**config.mk**
```make
export PLATFORM = sky130hd
export DESIGN_NAME = traffic_conflict_monitor
export DESIGN_NICKNAME = d
export VERILOG_FILES = /design/src/rtl/traffic_conflict_monitor.sv
export SDC_FILE = /design/constraint.sdc
export NUM_CORES = 1
export LEC_CHECK = 0
export CORE_UTILIZATION = 50
export CTS_BUF_LIST = sky130_fd_sc_hd__clkbuf_8
export DETAILED_ROUTE_END_ITERATION = 10
export DONT_BUFFER_PORTS = 1
export PLACE_DENSITY = 0.74
export RECOVER_POWER = 50
export SYNTH_ARGS = -nofsm -noshare
export SYNTH_HDL_FRONTEND = slang
export SYNTH_SLANG_ARGS = --single-unit
export TNS_END_PERCENT = 20
```
**constraint.sdc**
```tcl
create_clock -name clk -period 7.24 [get_ports clk]
set_input_delay 0.362 -clock clk [delete_from_list [all_inputs] [get_ports clk]]
set_output_delay 0.362 -clock clk [all_outputs]
set_load 0.005 [all_outputs]
```
**src/rtl/traffic_conflict_monitor.sv**
```systemverilog
// traffic_conflict_monitor: watches the signal-controller lamp outputs for
// conflicting greens, illegal phase sequencing and short yellows, latches the
// first fault and drives a flashing-red output while faulted.
// Build macro MON_WATCHDOG_EN enables the per-phase dwell watchdog (code 6).
module traffic_conflict_monitor #(
  parameter int unsigned MIN_YELLOW = 5,
  parameter int unsigned MAX_DWELL  = 200,
  parameter int unsigned FLASH_DIV  = 4
) (
  input  logic       clk,
  input  logic       rst_n,
  input  logic       n_left_green,
  input  logic       s_left_green,
  input  logic       e_left_green,
  input  logic       w_left_green,
  input  logic       ns_green,
  input  logic       ew_green,
  input  logic       ns_yellow,
  input  logic       ew_yellow,
  input  logic       ns_red,
  input  logic       ew_red,
  input  logic       clr_fault,
  output logic       fault,
  output logic [2:0] fault_code,
  output logic [3:0] phase,
  output logic [7:0] cycle_cnt,
  output logic       flash_out
);

  localparam int unsigned LAMP_W  = 10;
  localparam int unsigned DWELL_W = 8;
  localparam int unsigned CODE_W  = 3;
  localparam int unsigned CNT_W   = 8;
  localparam int unsigned DIV_W   = 8;

  // Bit positions inside the sampled lamp vector
  localparam int unsigned L_NL  = 9;
  localparam int unsigned L_SL  = 8;
  localparam int unsigned L_NSG = 7;
  localparam int unsigned L_NSY = 6;
  localparam int unsigned L_EL  = 5;
  localparam int unsigned L_WL  = 4;
  localparam int unsigned L_EWG = 3;
  localparam int unsigned L_EWY = 2;
  localparam int unsigned L_NSR = 1;
  localparam int unsigned L_EWR = 0;

  localparam logic [CODE_W-1:0] C_NONE    = CODE_W'(0);
  localparam logic [CODE_W-1:0] C_CROSS   = CODE_W'(1);
  localparam logic [CODE_W-1:0] C_RED_GO  = CODE_W'(2);
  localparam logic [CODE_W-1:0] C_DARK    = CODE_W'(3);
  localparam logic [CODE_W-1:0] C_ILLEGAL = CODE_W'(4);
  localparam logic [CODE_W-1:0] C_SHORT_Y = CODE_W'(5);
  localparam logic [CODE_W-1:0] C_WDOG    = CODE_W'(6);

  localparam logic [DWELL_W-1:0] WDOG_LIMIT = DWELL_W'(MAX_DWELL - 1);
  localparam logic [DIV_W-1:0]   FLASH_LAST = DIV_W'(FLASH_DIV - 1);

`ifdef MON_WATCHDOG_EN
  localparam bit WDOG_EN = 1'b1;
`else
  localparam bit WDOG_EN = 1'b0;
`endif

  typedef enum logic [3:0] {
    PH_SYNC    = 4'd0,
    PH_NL      = 4'd1,
    PH_SL      = 4'd2,
    PH_NSG     = 4'd3,
    PH_NSY     = 4'd4,
    PH_EL      = 4'd5,
    PH_WL      = 4'd6,
    PH_EWG     = 4'd7,
    PH_EWY     = 4'd8,
    PH_ALLRED  = 4'd9,
    PH_INVALID = 4'd15
  } phase_e;

  // Next phase in the fixed controller ring
  function automatic phase_e succ(input phase_e p);
    case (p)
      PH_NL:   succ = PH_SL;
      PH_SL:   succ = PH_NSG;
      PH_NSG:  succ = PH_NSY;
      PH_NSY:  succ = PH_EL;
      PH_EL:   succ = PH_WL;
      PH_WL:   succ = PH_EWG;
      PH_EWG:  succ = PH_EWY;
      PH_EWY:  succ = PH_NL;
      default: succ = PH_INVALID;
    endcase
  endfunction

  function automatic logic is_named(input phase_e p);
    is_named = (p >= PH_NL) && (p <= PH_EWY);
  endfunction

  logic [LAMP_W-1:0]  lamp_c, lamp_q;
  logic               vld_q;
  phase_e             phase_q, phase_d, last_q, last_d, dec_c;
  logic [DWELL_W-1:0] dwell_q, dwell_d;
  logic               first_q, first_d;
  logic               fault_q, fault_d;
  logic [CODE_W-1:0]  code_q, code_d, conf_c, cause_c;
  logic [CNT_W-1:0]   cyc_q, cyc_d;
  logic               flash_q, flash_d;
  logic [DIV_W-1:0]   fdiv_q, fdiv_d;
  logic               ns_go_c, ew_go_c, one_go_c, legal_c;

  assign lamp_c = {n_left_green, s_left_green, ns_green, ns_yellow,
                   e_left_green, w_left_green, ew_green, ew_yellow,
                   ns_red, ew_red};

  // Decode the sampled lamps into a phase and a conflict code
  always_comb begin
    ns_go_c  = lamp_q[L_NL] | lamp_q[L_SL] | lamp_q[L_NSG] | lamp_q[L_NSY];
    ew_go_c  = lamp_q[L_EL] | lamp_q[L_WL] | lamp_q[L_EWG] | lamp_q[L_EWY];
    one_go_c = $onehot(lamp_q[L_NL:L_EWY]);
    dec_c    = PH_INVALID;
    if (one_go_c && ns_go_c && lamp_q[L_EWR]) begin
      if      (lamp_q[L_NL])  dec_c = PH_NL;
      else if (lamp_q[L_SL])  dec_c = PH_SL;
      else if (lamp_q[L_NSG]) dec_c = PH_NSG;
      else                    dec_c = PH_NSY;
    end else if (one_go_c && ew_go_c && lamp_q[L_NSR]) begin
      if      (lamp_q[L_EL])  dec_c = PH_EL;
      else if (lamp_q[L_WL])  dec_c = PH_WL;
      else if (lamp_q[L_EWG]) dec_c = PH_EWG;
      else                    dec_c = PH_EWY;
    end else if (!ns_go_c && !ew_go_c && lamp_q[L_NSR] && lamp_q[L_EWR]) begin
      dec_c = PH_ALLRED;
    end

    conf_c = C_NONE;
    if (ns_go_c && ew_go_c) begin
      conf_c = C_CROSS;
    end else if ((lamp_q[L_NSR] && ns_go_c) || (lamp_q[L_EWR] && ew_go_c)) begin
      conf_c = C_RED_GO;
    end else if ((!lamp_q[L_NSR] && !ns_go_c) || (!lamp_q[L_EWR] && !ew_go_c)) begin
      conf_c = C_DARK;
    end
  end

  // Phase tracking, fault latching and flash generation
  always_comb begin
    phase_d = phase_q;
    last_d  = last_q;
    dwell_d = dwell_q;
    first_d = first_q;
    fault_d = fault_q;
    code_d  = code_q;
    cyc_d   = cyc_q;
    flash_d = flash_q;
    fdiv_d  = fdiv_q;
    cause_c = C_NONE;
    legal_c = 1'b1;

    if (vld_q) begin
      if (fault_q) begin
        if (clr_fault && (conf_c == C_NONE)) begin
          phase_d = PH_SYNC;
          last_d  = PH_SYNC;
          dwell_d = '0;
          first_d = 1'b0;
          fault_d = 1'b0;
          code_d  = C_NONE;
          flash_d = 1'b0;
          fdiv_d  = '0;
        end else if (fdiv_q == FLASH_LAST) begin
          flash_d = ~flash_q;
          fdiv_d  = '0;
        end else begin
          fdiv_d = fdiv_q + DIV_W'(1);
        end
      end else begin
        cause_c = conf_c;
        if (phase_q == PH_SYNC) begin
          // First named phase after sync is taken on trust
          if (is_named(dec_c)) begin
            phase_d = dec_c;
            dwell_d = '0;
            first_d = 1'b1;
          end
        end else if (dec_c == phase_q) begin
          if (dwell_q != {DWELL_W{1'b1}}) dwell_d = dwell_q + DWELL_W'(1);
          if (WDOG_EN && (dwell_d == WDOG_LIMIT) && (cause_c == C_NONE)) cause_c = C_WDOG;
        end else begin
          if (phase_q == PH_ALLRED) legal_c = (dec_c == PH_ALLRED) || (dec_c == succ(last_q));
          else                      legal_c = (dec_c == PH_ALLRED) || (dec_c == succ(phase_q));
          if (!legal_c && (cause_c == C_NONE)) cause_c = C_ILLEGAL;
          // dwell_q counts the cycles held beyond the entry cycle
          if (((phase_q == PH_NSY) || (phase_q == PH_EWY)) && !first_q &&
              (({1'b0, dwell_q} + 9'd1) < 9'(MIN_YELLOW)) && (cause_c == C_NONE))
            cause_c = C_SHORT_Y;
          if ((phase_q == PH_EWY) && (dec_c == PH_NL)) cyc_d = cyc_q + CNT_W'(1);
          phase_d = dec_c;
          dwell_d = '0;
          first_d = 1'b0;
        end
        if (is_named(phase_d)) last_d = phase_d;
        if (cause_c != C_NONE) begin
          fault_d = 1'b1;
          code_d  = cause_c;
          flash_d = 1'b1;
          fdiv_d  = '0;
        end
      end
    end
  end

  // State registers, including the lamp sample stage
  always_ff @(posedge clk or negedge rst_n) begin
    if (!rst_n) begin
      lamp_q  <= '0;
      vld_q   <= 1'b0;
      phase_q <= PH_SYNC;
      last_q  <= PH_SYNC;
      dwell_q <= '0;
      first_q <= 1'b0;
      fault_q <= 1'b0;
      code_q  <= C_NONE;
      cyc_q   <= '0;
      flash_q <= 1'b0;
      fdiv_q  <= '0;
    end else begin
      lamp_q  <= lamp_c;
      vld_q   <= 1'b1;
      phase_q <= phase_d;
      last_q  <= last_d;
      dwell_q <= dwell_d;
      first_q <= first_d;
      fault_q <= fault_d;
      code_q  <= code_d;
      cyc_q   <= cyc_d;
      flash_q <= flash_d;
      fdiv_q  <= fdiv_d;
    end
  end

  assign fault      = fault_q;
  assign fault_code = code_q;
  assign phase      = phase_q;
  assign cycle_cnt  = cyc_q;
  assign flash_out  = flash_q;

endmodule

```
==> results.sh, run 1 <==
export IMPL_rsz0062_at_grt="no"
export IMPL_fp_dieH_um=85.4
export IMPL_final_nets=407
export IMPL_post_cts_setup_buffers=0
export IMPL_crit_type="flip-flop to flip-flop"
export IMPL_synth_cell_type_count=64
export IMPL_io_pin_count=30
export IMPL_relSlewSlack_pct=-66.6
export IMPL_hold_viol_final=0
export IMPL_routabilityCongestion=0.914
export IMPL_synth_area_per_cell_sq_um=8.92
export IMPL_setup_viol=0
export IMPL_critPathRequiredTime_ns=7.43
export IMPL_layout_common_cells="dfrtp_1, inv_1, a21oi_1"
export IMPL_via_count=2834
export IMPL_cts_buffer_depth=2
export IMPL_synth_seq_cells=49
export IMPL_failed_checks="max-capacitance violations, max-slew violations"
export IMPL_r2r_slack_ns=2.01
export IMPL_dp_hpwl_um=5340
export IMPL_cts_buffers=5
export IMPL_peakVddDrop_uv=108
export IMPL_final_common_cell="dfrtp_1"
export IMPL_rows=30
export IMPL_htreeDepth=2
export IMPL_slowest_delay_ns=0.52
export IMPL_grt_pass1_vias=2671
export IMPL_synth_area_sq_um=3480
export IMPL_dieArea_sq_um=7290
export IMPL_worst_path_max_delay_cell="fa_1"
export IMPL_routedWlPerCell_um=15.9
export IMPL_portBuffers=0
export IMPL_cp_max_fo=10
export IMPL_synth_seq_area_share_pct=35.3
export IMPL_start_util_pct=51.5
export IMPL_die_x_um=85.4
export IMPL_cts_tree="built"
export IMPL_insertion_delay_ns=0.31
export IMPL_coreArea_sq_um=6760
export IMPL_cts_sinks=49
export IMPL_worstPathBufferInverterCount=3
export IMPL_post_route_min_period_ns=5.23
export IMPL_drt_pass1_iterations=4
export IMPL_ant_nets=0
export IMPL_synth_ff_type="dfrtp_1"
export IMPL_async_flop_share_pct=100
export IMPL_viasPerCell=6.20
export IMPL_synth_nets=421
export IMPL_cp_top_family="adder cells"
export IMPL_worst_path_most_repeated_cell="fa_1"
export IMPL_hold_path_class="input pin to flip-flop"
export IMPL_path_cells="inv_1 > fa_1 > fa_1 > fa_1 > inv_1 > ha_1 > inv_1 > fa_1 > a211o_1 > a21o_1 > a21oi_1 > xnor2_1 > and4_1 > or2_1 > or2_1 > a311o_1"
export IMPL_arrival_ns=5.42
export IMPL_synth_edf_count=0
export IMPL_cts_root_buf="clkbuf_8"
export IMPL_grt_use_total_pct=21.4
export IMPL_crit_path_end_kind="flip-flop"
export IMPL_p_per_area_nw_per_um2=249
export IMPL_area_growth_syn_to_layout_pct=2.52
export IMPL_syn_inst=390
export IMPL_status="complete, but fails checks"
export IMPL_path_clk_slew_ns=0.09
export IMPL_fin_util_pct=52.8
export IMPL_finalWirelength_um=7260
export IMPL_register_area_sq_um=1230
export IMPL_grt_start_max_net_pins=50
export IMPL_drt_first_iter_violations=170
export IMPL_leakage_nw=1.50
export IMPL_yosys_warnings=0
export IMPL_fillers=615
export IMPL_fmax_mhz=191
export IMPL_n_antenna_cell=0
export IMPL_drt_drc_violations_left=0
export IMPL_start_kind="flip-flop"
export IMPL_skew_ns=0.0119
export IMPL_multiInputGateArea_sq_um=2030
export IMPL_cap_violations=1
export IMPL_antenna_found_initial=0
export IMPL_final_max_slew_violation_count=50
export IMPL_grt_ovfl_total=0
export IMPL_grt_pass1_wl_um=12400
export IMPL_fin_tns_setup_ns=0
export IMPL_fin_crit_sh_pct=72.2
export IMPL_worst_slew_pin_slew_ns=2.50
export IMPL_drive_gt1_share_pct=5.84
[cells by family (layout without fill, tap and decap cells)]
group,Yosys count,count (layout),synth area share [%]
XOR/XNOR,15,15,3.78
multiplexers,14,14,4.57
AND/OR/NAND/NOR,124,124,19.9
buffers and inverters,54,41,6.47
adder cells (fa/ha/maj),18,18,7.34
flip-flops,49,49,35.3
other,1,1,0.108
AO/OA/AOI/OAI,115,115,22.6
[per-stage QoR]
step	instances	power (mW)	cell area [sq um]	hold WS, ns	setup slack (ns)
after global placement	447	0.716	3470	0.0682	2.28
after floorplan	390	0.657	3480	0.0664	2.31
after CTS	457	0.895	3590	0.0608	2.02
after global routing	457	0.957	3570	0.0531	1.68
final	457	0.887	3570	0.0711	2.01
after detailed placement	447	0.727	3470	0.0683	2.03
[layer usage]
layer	track usage, %	part of all wire [%]	up-vias	routed length [um]
met4	7.42	1.6	0	114
met3	3.50	4.6	10	336
li1	-	-	1406	-
met1	30.1	49	1341	3520
met5	0	0	-	0
met2	33.7	45	77	3280
[flip-flops by register name, summed over array words and instances, names as in the netlist]
name        cells
lamp_q         10
dwell_q         8
vld_q           1
fault_code      3
flash_out       1
fault           1
fdiv_q          8
first_q         1
cycle_cnt       8
last_q          4
phase           4
[layout make-up]
class / count / area share (%)
clock buffer: 5 / 1.93
multi-input combinational: 287 / 56.8
timing repair buffer: 2 / 0.386
tap: 80 / 2.81
sequential: 49 / 34.4
inverter: 31 / 3.26
clock inverter: 3 / 0.386
[path summary, 6_finish.rpt]
path / startpoint / endpoint / cells past startpoint
max in group asynchronous: rst_n / lamp_q[9]$_DFF_PN0_ / 2
worst max-delay path: lamp_q[3]$_DFF_PN0_ / fdiv_q[0]$_DFFE_PN0P_ / 16
worst min-delay path: ew_red / lamp_q[0]$_DFF_PN0_ / 0
worst max register to register: lamp_q[3]$_DFF_PN0_ / fdiv_q[0]$_DFFE_PN0P_ / 16
min in group asynchronous: rst_n / fault$_DFFE_PN0P_ / 2
worst min register to register: cycle_cnt[7]$_DFFE_PN0P_ / cycle_cnt[7]$_DFFE_PN0P_ / 1
[Yosys cell counts (3+ instances only)]
| library cell | instances | area (sq um) |
|---|---|---|
| a21o_1 | 4 | 30.0 |
| a21oi_1 | 27 | 135 |
| a22oi_1 | 4 | 30.0 |
| a31o_1 | 6 | 52.6 |
| a31oi_1 | 6 | 37.5 |
| and3_1 | 3 | 18.8 |
| buf_6 | 3 | 33.8 |
| clkbuf_1 | 19 | 71.3 |
| dfrtp_1 | 49 | 1230 |
| fa_1 | 4 | 80.1 |
| ha_1 | 14 | 175 |
| inv_1 | 31 | 116 |
| mux2_2 | 5 | 56.3 |
| mux2i_1 | 8 | 80.1 |
| nand2_1 | 25 | 93.8 |
| nand2b_1 | 6 | 37.5 |
| nand3_1 | 11 | 55.1 |
| nand4_1 | 8 | 50.1 |
| nor2_1 | 17 | 63.8 |
| nor2b_1 | 4 | 25.0 |
| nor3_1 | 17 | 85.1 |
| nor3b_1 | 7 | 52.6 |
| nor4_1 | 3 | 18.8 |
| o211ai_1 | 4 | 30.0 |
| o21a_1 | 4 | 30.0 |
| o21ai_0 | 19 | 95.1 |
| o21ai_1 | 3 | 15.0 |
| o22ai_1 | 12 | 75.1 |
| or2_1 | 3 | 18.8 |
| or3_1 | 3 | 18.8 |
| or4_1 | 3 | 22.5 |
| xnor2_1 | 11 | 96.3 |
| xor2_1 | 4 | 35.0 |
[power breakdown]
part	total (mW)	internal [mW]	switching [mW]
Clock	0.157	0.0657	0.0910
Sequential	0.401	0.318	0.0825
Combinational	0.329	0.153	0.177
[what timing repair did]
action | 4_1_cts | 5_1_grt
gates resized for setup | 0 | 0
hold buffers | 2 | 0
hold endpoints to repair | 49 | 0
(Power assumes the default switching activity.)
==> inputs of run 2 (changes only) <==
Clock period 7.24 ns to 4.9 ns, I/O delays scaled along.
==> results.sh, run 2 (synthesis results as in run 1) <==
export IMPL_ant_nets=0
export IMPL_cp_max_fo=9
export IMPL_timing_final_ws_setup_ns=0.286
export IMPL_regMostFlops="lamp_q"
export IMPL_layout_common_cells="dfrtp_1, inv_1, nand2_1, a21oi_1, o21ai_0"
export IMPL_routabilityCongestion=0.830
export IMPL_timing_hold_ws_ns=0.328
export IMPL_crit_path_end_kind="flip-flop"
export IMPL_drt_drc_violations_left=0
export IMPL_path_clk_slew_ns=0.08
export IMPL_portBuffers=0
export IMPL_crit_type="flip-flop to flip-flop"
export IMPL_cap_violations=1
export IMPL_failed_checks="max-capacitance violations, max-slew violations"
export IMPL_via_count=2986
export IMPL_grt_pass1_vias=2716
export IMPL_routedWlPerCell_um=15.8
export IMPL_die_x_um=85.4
export IMPL_register_area_sq_um=1230
export IMPL_critPathRequiredTime_ns=5.13
export IMPL_hold_viol_final=0
export IMPL_grt_ovfl_total=0
export IMPL_grt_pass1_wl_um=12800
export IMPL_status="complete, but fails checks"
export IMPL_dieArea_sq_um=7290
export IMPL_hold_path_class="input pin to flip-flop"
export IMPL_relSlewSlack_pct=-68.3
export IMPL_cts_buffers=5
export IMPL_insertion_delay_ns=0.30
export IMPL_cts_tree="built"
export IMPL_finalPower_mw=1.36
export IMPL_fin_tns_setup_ns=0
export IMPL_largest_register_ffs=10
export IMPL_finalWirelength_um=7560
export IMPL_n_antenna_cell=0
export IMPL_post_route_min_period_ns=4.61
export IMPL_drive_gt1_share_pct=10.3
export IMPL_final_nets=430
export IMPL_final_common_cell="dfrtp_1"
export IMPL_p_per_area_nw_per_um2=358
export IMPL_cts_root_buf="clkbuf_8"
export IMPL_antenna_found_initial=0
export IMPL_fillers=600
export IMPL_fin_crit_sh_pct=94.2
export IMPL_htreeDepth=2
export IMPL_grt_use_total_pct=22.2
export IMPL_grt_start_max_net_pins=50
export IMPL_drt_pass1_iterations=4
export IMPL_dp_hpwl_um=5450
export IMPL_start_util_pct=51.5
export IMPL_coreArea_sq_um=6760
export IMPL_cts_sinks=49
export IMPL_area_growth_syn_to_layout_pct=9.28
export IMPL_skew_ns=0.00785
export IMPL_peakVddDrop_uv=170
export IMPL_dp_slack_ns=0.0422
export IMPL_drt_first_iter_violations=191
export IMPL_worst_slew_pin_slew_ns=2.53
export IMPL_fmax_mhz=217
export IMPL_arrival_ns=4.84
export IMPL_fp_dieH_um=85.4
export IMPL_cts_buffer_depth=2
export IMPL_rows=30
export IMPL_start_kind="flip-flop"
export IMPL_fin_util_pct=56.3
export IMPL_io_pin_count=30
export IMPL_final_max_slew_violation_count=50
export IMPL_multiInputGateArea_sq_um=2060
export IMPL_setup_viol=0
export IMPL_viasPerCell=6.23
export IMPL_leakage_nw=1.61
==> run 2: cell count changes in the layout (fill, tap and decap cells not counted), moves of 2 or more <==
cell | before | now
or2_1 | 3 | 1
a21oi_1 | 27 | 25
dlygate4sd3_1 | 1 | 11
or2_4 | 0 | 2
clkinv_2 | 2 | 0
buf_4 | 0 | 13
a21oi_2 | 0 | 2
==> run 2: area by class of cell <==
| type | count | share of cell area, % |
|---|---|---|
| Clock inverter | 1 | 0.0987 |
| Timing Repair Buffer | 25 | 5.56 |
| Sequential cell | 49 | 32.3 |
| Clock buffer | 6 | 2.17 |
| Multi-Input combinational cell | 287 | 54.2 |
| Tap cell | 80 | 2.63 |
| Inverter | 31 | 3.06 |
==> run 2: final timing paths <==
check / start / to / slack [ns] / cells past startpoint
setup / recovery: lamp_q[2]$_DFF_PN0_ / dwell_q[5]$_DFFE_PN0P_ / 0.29 / 16
hold / removal: clr_fault / fault$_DFFE_PN0P_ / 0.33 / 4
setup reg to reg: lamp_q[2]$_DFF_PN0_ / dwell_q[5]$_DFFE_PN0P_ / 0.29 / 16
hold reg to reg: cycle_cnt[7]$_DFFE_PN0P_ / cycle_cnt[7]$_DFFE_PN0P_ / 0.50 / 1
max in group asynchronous: rst_n / lamp_q[6]$_DFF_PN0_ / 2.18 / 2
min in group asynchronous: rst_n / fault$_DFFE_PN0P_ / 1.29 / 2
==> run 2: stage by stage <==
| step | cell area [sq um] | instances |
|---|---|---|
| finish | 3800 | 479 |
| global route | 3800 | 479 |
| CTS | 3760 | 475 |
| floorplan | 3480 | 390 |
| detailed placement | 3540 | 456 |
| global placement | 3540 | 456 |
==> run 2: report_power, final <==
part           switching (mW)  internal (mW)
clock                   0.126          0.110
sequential              0.120          0.470
combinational           0.274          0.261
total                   0.520          0.841
==> run 2: what timing repair did <==
item	4_1_cts	5_1_grt
resized for setup	0	7
buffers inserted	0	4
hold buffers	12	0
endpoints found under the setup margin	0	10
hold endpoints to repair	59	0
==> run 2: critical path, stage by stage, from the launching register on <==
cell and delay, ns:
dfrtp_1 0.34, inv_1 0.06, fa_1 0.56, fa_1 0.44, fa_1 0.44, inv_1 0.07, ha_1 0.15, inv_1 0.06
fa_1 0.38, a211o_1 0.30, a21o_4 0.26, buf_4 0.15, o21ai_0 0.29, nor3_1 0.11, or2_1 0.33, or4_1 0.52
o21ai_0 0.08
==> run 2: routing by layer <==
metal | vias up | wire length (um) | part of all wire (%) | GRT usage [%]
met5 | - | 0 | 0 | 0
met3 | 7 | 448 | 5.9 | 4.18
met2 | 84 | 3600 | 48 | 35.7
li1 | 1445 | - | - | -
met4 | 0 | 87 | 1.2 | 5.91
met1 | 1450 | 3420 | 45 | 31.0
==> inputs of run 3 (changes only) <==
Settings changed: CELL_PAD_IN_SITES_DETAIL_PLACEMENT from default to 1, CELL_PAD_IN_SITES_GLOBAL_PLACEMENT from default to 1, PLACE_DENSITY 0.74 to 0.9.
==> results.sh, run 3 (synthesis results as in run 1) <==
export IMPL_fin_tns_setup_ns=-2.53
export IMPL_dieArea_sq_um=7290
export IMPL_rsz0062_at_grt="yes"
export IMPL_peakVddDrop_uv=251
export IMPL_via_count=3342
export IMPL_grt_pass1_vias=3348
export IMPL_finalPower_mw=1.56
export IMPL_coreArea_sq_um=6760
export IMPL_layout_common_cells="dfrtp_1, inv_1, nand2_1"
export IMPL_switching_share_pct=43.7
export IMPL_grt_pass1_wl_um=17200
export IMPL_critPathRequiredTime_ns=5.15
export IMPL_area_growth_syn_to_layout_pct=12.9
export IMPL_cp_max_fo=5
export IMPL_htreeDepth=2
export IMPL_holdPathEnd="fault$_DFFE_PN0P_"
export IMPL_crit_path_end_kind="flip-flop"
export IMPL_p_sw_uw=680
export IMPL_grt_ovfl_total=0
export IMPL_status="complete, but fails checks"
export IMPL_drt_pass1_iterations=6
export IMPL_relSlewSlack_pct=-84.1
export IMPL_setup_viol=20
export IMPL_finalWirelength_um=12100
export IMPL_path_cells="inv_2 > fa_1 > fa_1 > fa_1 > inv_1 > ha_2 > inv_2 > fa_2 > o211ai_1 > a21o_4 > o21a_4 > o21ai_2 > nand3b_1 > o41ai_4 > or2_4 > a311o_1"
export IMPL_r2r_slack_ns=-0.20
export IMPL_cts_sinks=49
export IMPL_final_nets=433
export IMPL_routedWlPerCell_um=25.1
export IMPL_start_util_pct=51.5
export IMPL_timing_hold_ws_ns=0.339
export IMPL_portBuffers=0
export IMPL_path_clk_slew_ns=0.12
export IMPL_skew_ns=0.0204
export IMPL_insertion_delay_ns=0.33
export IMPL_final_common_cell="dfrtp_1"
export IMPL_grt_use_total_pct=30.1
export IMPL_dp_hpwl_um=6680
export IMPL_fin_crit_sh_pct=104
export IMPL_failed_checks="max-capacitance violations, max-slew violations, negative setup slack"
export IMPL_viasPerCell=6.92
export IMPL_rr_startpoint="lamp_q[2]$_DFF_PN0_"
export IMPL_drt_drc_violations_left=0
export IMPL_fmax_mhz=196
export IMPL_n_antenna_cell=0
export IMPL_slowest_delay_ns=0.59
export IMPL_reg2reg_depth=16
export IMPL_rows=30
export IMPL_hold_path_class="input pin to flip-flop"
export IMPL_routabilityCongestion=0.845
export IMPL_ant_nets=0
export IMPL_place_inst=454
export IMPL_layout_cells_non_filler=483
export IMPL_timing_final_ws_setup_ns=-0.200
export IMPL_drive_gt1_share_pct=14.9
export IMPL_cts_buffer_depth=2
export IMPL_worst_path_max_delay_cell="fa_1"
export IMPL_leakage_nw=1.64
export IMPL_internal_power_uw=877
export IMPL_hold_path_depth=4
export IMPL_power_frac_seq_pct=39.1
export IMPL_worst_path_most_repeated_cell="fa_1"
export IMPL_largest_register_ffs=10
export IMPL_min_delay_start="clr_fault"
export IMPL_cap_violations=1
export IMPL_fp_dieH_um=85.4
export IMPL_p_per_area_nw_per_um2=396
export IMPL_cts_buffers=5
export IMPL_die_x_um=85.4
export IMPL_worst_slew_pin_slew_ns=2.76
export IMPL_cts_tree="built"
export IMPL_dp_slack_ns=0.0201
export IMPL_cts_root_buf="clkbuf_8"
export IMPL_start_kind="flip-flop"
export IMPL_rr_endpoint="fdiv_q[0]$_DFFE_PN0P_"
export IMPL_crit_type="flip-flop to flip-flop"
export IMPL_io_pin_count=30
export IMPL_arrival_ns=5.35
export IMPL_antenna_found_initial=0
export IMPL_post_route_min_period_ns=5.10
export IMPL_hold_viol_final=0
export IMPL_regMostFlops="lamp_q"
export IMPL_comb_power_share_pct=43.1
export IMPL_grt_start_max_net_pins=50
export IMPL_drt_first_iter_violations=206
export IMPL_final_max_slew_violation_count=50
export IMPL_power_share_clock_pct=17.8
## run 3: per-stage QoR
stage	instance area, sq um	util (%)
CTS	3760	55.7
global route	3930	58.1
finish	3930	58.1
global placement	3530	52.2
detailed placement	3530	52.2
floorplan	3480	-
## run 3: cell type report
cell class | instances | area (sq um)
fillers | 778 | 2830
multi-input cells | 289 | 2170
flip-flops and latches | 49 | 1230
repair buffers | 26 | 219
inverters | 31 | 116
well taps | 80 | 100
clock buffers | 6 | 82.6
clock inverters | 2 | 17.5
## run 3: how the worst max path moves through the flow
stage / start / end / cells past startpoint
after floorplan: lamp_q[3]$_DFF_PN0_ / fdiv_q[0]$_DFFE_PN0P_ / 19
after global placement: lamp_q[2]$_DFF_PN0_ / fdiv_q[0]$_DFFE_PN0P_ / 16
after detailed placement: lamp_q[2]$_DFF_PN0_ / fault$_DFFE_PN0P_ / 16
after CTS: lamp_q[2]$_DFF_PN0_ / fault$_DFFE_PN0P_ / 16
after global routing: lamp_q[2]$_DFF_PN0_ / fault$_DFFE_PN0P_ / 16
final: lamp_q[2]$_DFF_PN0_ / fdiv_q[0]$_DFFE_PN0P_ / 16
## run 3: repair_timing
action	4_1_cts	5_1_grt
hold endpoints to repair	59	0
setup endpoints to repair	0	31
resized for setup	0	30
setup buffers	0	7
hold buffers	12	0
## run 3: worst max-delay path, delay by kind of cell (launching register included)
kind,cells,cell delay (ns)
adder cells (fa/ha/maj),5,2.22
AND/OR/NAND/NOR,2,0.45
AO/OA/AOI/OAI,6,1.69
buffers and inverters,3,0.19
flip-flops,1,0.46
## run 3: power by group through the flow
stage | logic, mW | clock network, mW | registers (mW)
6_report | 0.670 | 0.277 | 0.609
2_1_floorplan | 0.430 | 0 | 0.542
3_3_place_gp | 0.478 | 0 | 0.597
5_1_grt | 0.718 | 0.288 | 0.622
4_1_cts | 0.533 | 0.270 | 0.596
3_5_place_dp | 0.506 | 0 | 0.603
## run 3: layer usage
metal | vias up | GRT usage, % | wire (um)
met5 | - | 0 | 0
met4 | 0 | 11.8 | 623
met3 | 58 | 4.77 | 886
met2 | 185 | 50.6 | 5900
met1 | 1647 | 38.8 | 4710
li1 | 1452 | - | -
